--- src/rtl/seg7_scan_driver.sv ---
// Purpose: time-multiplexed NUM_DIGITS hex 7-segment driver with tear-free double buffering, blanking, error override.
// Latency: pins are registered from the current index/display state, so an index change reaches the pins 1 clk later.
// Backpressure: none; value_in is sampled only on load and the scan free-runs.
module seg7_scan_driver #(
  parameter int NUM_DIGITS     = 4,
  parameter int REFRESH_DIV    = 50000,
  parameter int SEG_ACTIVE_LOW = 0,
  parameter int AN_ACTIVE_LOW  = 1
) (
  input  logic                    clk,
  input  logic                    rst,
  input  logic [4*NUM_DIGITS-1:0] value_in,
  input  logic                    load,
  input  logic                    blank_lz,
  input  logic                    err,
  output logic [0:6]              segments,
  output logic [NUM_DIGITS-1:0]   digit_en,
  output logic                    frame_done
);

  localparam int IW = (NUM_DIGITS > 1) ? $clog2(NUM_DIGITS) : 1;
  localparam int CW = (REFRESH_DIV > 1) ? $clog2(REFRESH_DIV) : 1;
  localparam logic [CW-1:0] CNT_LAST = CW'(REFRESH_DIV - 1);
  localparam logic [IW-1:0] IDX_LAST = IW'(NUM_DIGITS - 1);
  // Polarity masks applied just before the output registers, so reset values follow them too.
  localparam logic [6:0] SEG_INV = (SEG_ACTIVE_LOW != 0) ? 7'h7F : 7'h00;
  localparam logic [NUM_DIGITS-1:0] AN_INV = (AN_ACTIVE_LOW != 0) ? {NUM_DIGITS{1'b1}} : {NUM_DIGITS{1'b0}};
  localparam logic [6:0] SEG_E = 7'b1001111;

  logic [CW-1:0]           cnt;
  logic [IW-1:0]           idx;
  logic [4*NUM_DIGITS-1:0] pending;
  logic                    pending_valid;
  logic [4*NUM_DIGITS-1:0] display;
  logic                    wrapped;

  logic                    tick;
  logic                    wrap;
  logic [3:0]              nibble;
  logic                    blank;
  logic                    upper_zero;
  logic [NUM_DIGITS-1:0]   sel;
  logic [6:0]              seg_lit;

  // Hex nibble to a..g pattern, bit 6 = a, lit = 1.
  function automatic logic [6:0] hex_to_seg(input logic [3:0] n);
    logic [6:0] s;
    case (n)
      4'h0: s = 7'b1111110;
      4'h1: s = 7'b0110000;
      4'h2: s = 7'b1101101;
      4'h3: s = 7'b1111001;
      4'h4: s = 7'b0110011;
      4'h5: s = 7'b1011011;
      4'h6: s = 7'b1011111;
      4'h7: s = 7'b1110000;
      4'h8: s = 7'b1111111;
      4'h9: s = 7'b1111011;
      4'hA: s = 7'b1110111;
      4'hB: s = 7'b0011111;
      4'hC: s = 7'b1001110;
      4'hD: s = 7'b0111101;
      4'hE: s = 7'b1001111;
      default: s = 7'b1000111;
    endcase
    return s;
  endfunction

  assign tick = (cnt == CNT_LAST);
  assign wrap = tick && (idx == IDX_LAST);

  // Select the current digit's nibble, its one-hot enable and whether it is a leading zero.
  always_comb begin
    nibble     = 4'h0;
    sel        = '0;
    blank      = 1'b0;
    upper_zero = 1'b1;
    for (int i = 0; i < NUM_DIGITS; i++) begin
      if (idx == IW'(i)) begin
        nibble = display[4*i +: 4];
        sel[i] = 1'b1;
      end
    end
    // Walk from the top digit down; a digit is a leading zero if it and everything above it is zero.
    for (int i = NUM_DIGITS - 1; i >= 1; i--) begin
      upper_zero = upper_zero && (display[4*i +: 4] == 4'h0);
      if ((idx == IW'(i)) && upper_zero) blank = 1'b1;
    end
  end

  // Segment pattern before polarity: error beats blanking beats decode.
  always_comb begin
    seg_lit = hex_to_seg(nibble);
    if (err) seg_lit = SEG_E;
    else if (blank_lz && blank) seg_lit = 7'b0000000;
  end

  // Scan counters and the pending/display double buffer.
  always_ff @(posedge clk) begin
    if (rst) begin
      cnt           <= '0;
      idx           <= '0;
      pending       <= '0;
      pending_valid <= 1'b0;
      display       <= '0;
      wrapped       <= 1'b0;
    end else begin
      cnt     <= tick ? '0 : cnt + CW'(1);
      wrapped <= wrap;
      if (tick) idx <= (idx == IDX_LAST) ? '0 : idx + IW'(1);
      // A load landing on the wrap bypasses pending and supersedes any older pending value.
      if (wrap && load) begin
        display       <= value_in;
        pending_valid <= 1'b0;
      end else if (wrap && pending_valid) begin
        display       <= pending;
        pending_valid <= 1'b0;
      end else if (load) begin
        pending       <= value_in;
        pending_valid <= 1'b1;
      end
    end
  end

  // Registered pins; frame_done lines up with the first output cycle of digit 0 after a wrap.
  always_ff @(posedge clk) begin
    if (rst) begin
      segments   <= SEG_INV;
      digit_en   <= AN_INV;
      frame_done <= 1'b0;
    end else begin
      segments   <= seg_lit ^ SEG_INV;
      digit_en   <= sel ^ AN_INV;
      frame_done <= wrapped;
    end
  end

endmodule

--- config.mk ---
export PLATFORM = sky130hd
export DESIGN_NAME = seg7_scan_driver
export DESIGN_NICKNAME = d
export VERILOG_FILES = /design/src/rtl/seg7_scan_driver.sv
export SDC_FILE = /design/constraint.sdc
export NUM_CORES = 1
export LEC_CHECK = 0
export ABC_AREA = 1
export BUFFER_PORTS_ARGS = -buffer_cell sky130_fd_sc_hd__clkbuf_2
export CORE_MARGIN = 2
export CORE_UTILIZATION = 45
export CTS_BUF_LIST = sky130_fd_sc_hd__clkbuf_16
export DETAILED_ROUTE_END_ITERATION = 7
export PLACE_DENSITY_LB_ADDON = 0.05
export SLEW_MARGIN = 20
export SYNTH_ARGS = -nofsm -noshare
export SYNTH_HDL_FRONTEND = slang
export SYNTH_SLANG_ARGS = --single-unit
--- constraint.sdc ---
create_clock -name clk -period 4.6 [get_ports clk]
set_clock_uncertainty 0.1 [all_clocks]
set_input_delay 0.92 -clock clk [delete_from_list [all_inputs] [get_ports clk]]
set_output_delay 0.92 -clock clk [all_outputs]
set_load 0.05 [all_outputs]
==> flow_summary_export.csv <==
group,metric,value,unit
power,leakage,2.02,nW
cts,ctsResizeCount,0,
logic_synthesis,ys_ff_latch,64,
hold_path,hp-class,"flip-flop to flip-flop",
logic_synthesis,synth_cells,517,
placed_design,numPortBuffers,32,
cts,cts_root_buffer,"clkbuf_16",
timing,fmax,358,MHz
critical_path,cp_max_fo,10,
placed_design,gp_congestion,0.926,
cts,insertion_delay,0.33,ns
finish,final-seq-area,1280,sq um
die,die_area,8480,sq um
logic_synthesis,synthesis.nets,550,
finish,layout_common_cells,"nand2_1 (145), inv_1 (78), dfxtp_1 (64), a21oi_1 (56), nor2_1 (54)",
timing,tns,0,ns
job,maxCapViolCount,0,
finish,utilization,52.7,%
critical_path,required,4.76,ns
cts,cts_buffers,9,
die,fp.dieH,92.1,microns
cts,cts.sinks,64,
cts,postCtsHoldBufs,0,
finish,n_fill_cell,789,
critical_path,crit_path_end_kind,"flip-flop",
drt,wl,7.61,mm
finish,multi_input_area,1780,sq um
logic_synthesis,syn_area_per_cell,6.75,sq um
drt,antenna_left,0,
grt,track_usage,19.5,%
logic_synthesis,synth_seq_area_share,36.7,%
grt,grt_max_degree,42,
finish,drive_above_1_share,16.0,%
drt,drt_pass1_iterations,4,
timing,drv_slew,0,
finish,antennaDiodeCount,0,
run_status,status,"completed",
timing,tightest_slew,0.759,ns
timing,finalSetupViolations,0,
finish,syn2layout_area_growth,15.0,%
drt,wire_per_inst,11.7,microns
cts,postCtsSetupRepairBufs,0,
cts,clk_pin_slew,0.06,ns
cts,cts_tree,"built",
grt,grt_pass1_vias,2872,
timing,max_slew_margin,48.9,%
timing,rsz0062_at_grt,"false",
critical_path,critPathLaunchType,"flip-flop",
die,start_util,45.9,%
placed_design,dp_hpwl,5.25,mm
timing,fin_hold_ws,0.300,ns
die,num_rows,32,
logic_synthesis,yosys_warnings,0,
drt,drc,0,
power,p_total,1.44,mW
drt,via_per_inst,4.78,
critical_path,cp.arrival,2.95,ns
cts,cts-htree-levels,3,
drt,num_vias,3114,
power,power.density,358,nW/um^2
grt,antenna_found_initial,0,
timing,period_minus_slack,2.79,ns
drt,drt_iter0_drc,96,
timing,timing_hold_violations_final,0,
timing,finalCritPeriodShare,60.7,%
logic_synthesis,synth.distinct_cells,34,
critical_path,crit_type,"flip-flop to flip-flop",
finish,layout_commonest_cell,"nand2_1",
die,core_area,7610,sq um
die,ioPinCount,33,
logic_synthesis,synth.cell_area,3490,sq um
finish,nNetsFinal,578,
die,die_w,92.1,microns
cts,clk_path_buf_depth,2,
grt,grt_pass1_wl,13.2,mm
grt,grt_remaining_overflow,0,
power,irDropWorstVdd,0.201,mV
[path summary, 6_finish.rpt]
check	start	end	slack (ns)	cells after the start
setup / recovery	idx[0]	segments[3]	1.81	9
hold / removal	wrapped	frame_done	0.30	2
setup reg to reg	idx[0]	segments[3]	1.81	9
hold reg to reg	wrapped	frame_done	0.30	2
[registers in the layout, indices dropped and copies added, names as in the netlist]
register       count
frame_done         1
display           16
segments           7
pending           16
idx                2
cnt               16
wrapped            1
pending_valid      1
digit_en           4
[per-stage QoR]
| step | cell area, sq um | cells | worst slack (ns) |
|---|---|---|---|
| CTS | 4010 | 652 | 1.84 |
| global route | 4010 | 652 | 1.51 |
| floorplan | 3490 | 517 | 2.36 |
| global placement | 3680 | 636 | 1.95 |
| finish | 4010 | 652 | 1.81 |
| detailed placement | 3680 | 636 | 1.86 |
[layout make-up]
| cell class | count | share of cell area (%) |
|---|---|---|
| Timing Repair Buffer | 36 | 4.74 |
| Clock inverter | 7 | 2.78 |
| Tap cell | 102 | 3.18 |
| Sequential cell | 64 | 31.9 |
| Inverter | 80 | 7.51 |
| Clock buffer | 9 | 5.61 |
| Multi-Input combinational cell | 354 | 44.2 |
[cell families after synthesis]
group	count (synthesis)	synth area share, %
buffers and inverters	99	12.4
XOR/XNOR	2	0.502
adder cells (fa/ha/maj)	12	4.30
AO/OA/AOI/OAI	72	11.3
flip-flops	64	36.7
AND/OR/NAND/NOR	268	34.8
[synthesized netlist by cell type]
master,instances,share of area [%]
nand2_1,145,16
inv_1,77,8.3
dfxtp_1,64,37
a21oi_1,56,8.0
nor2_1,54,5.8
nand3_1,30,4.3
nand3_2,15,4.3
ha_1,12,4.3
buf_2,6,0.86
o21ai_0,6,0.86
buf_6,5,1.6
nand2_2,5,0.90
nand4_1,5,0.90
buf_1,4,0.43
buf_4,4,0.86
nor2_2,3,0.54
nor3_1,3,0.43
o21ai_1,3,0.43
a21oi_2,2,0.50
inv_2,2,0.22
nor3_2,2,0.57
or2_2,2,0.36
clkinv_2,1,0.14
nand3b_1,1,0.22
nand4_2,1,0.36
nor2_4,1,0.32
nor3b_1,1,0.22
o2111ai_2,1,0.43
o21a_1,1,0.22
o21ai_2,1,0.25
o21bai_1,1,0.22
o221a_2,1,0.32
xnor2_1,1,0.25
xor2_1,1,0.25
[per-layer routing]
metal	part of all wire, %	up-vias	track usage [%]
met5	0	-	0
met4	1.7	0	7.21
met3	4.0	10	3.78
met2	43	68	30.1
met1	52	1371	27.1
li1	-	1665	-
[critical path, cell delays in order, from the launching register on]
cell and delay [ns]:
dfxtp_1 0.37, ha_1 0.41, inv_1 0.21, o21ai_0 0.65, inv_1 0.18, ha_1 0.31, nand3b_1 0.18, nand3_1 0.11
nand3_1 0.08, a21oi_1 0.11
[power by group]
| part | total (mW) | switching, mW | internal, mW |
|---|---|---|---|
| Clock | 0.771 | 0.246 | 0.525 |
| Combinational | 0.0872 | 0.0571 | 0.0301 |
| Sequential | 0.579 | 0.00793 | 0.571 |
Power figures use the tool's default switching activity.
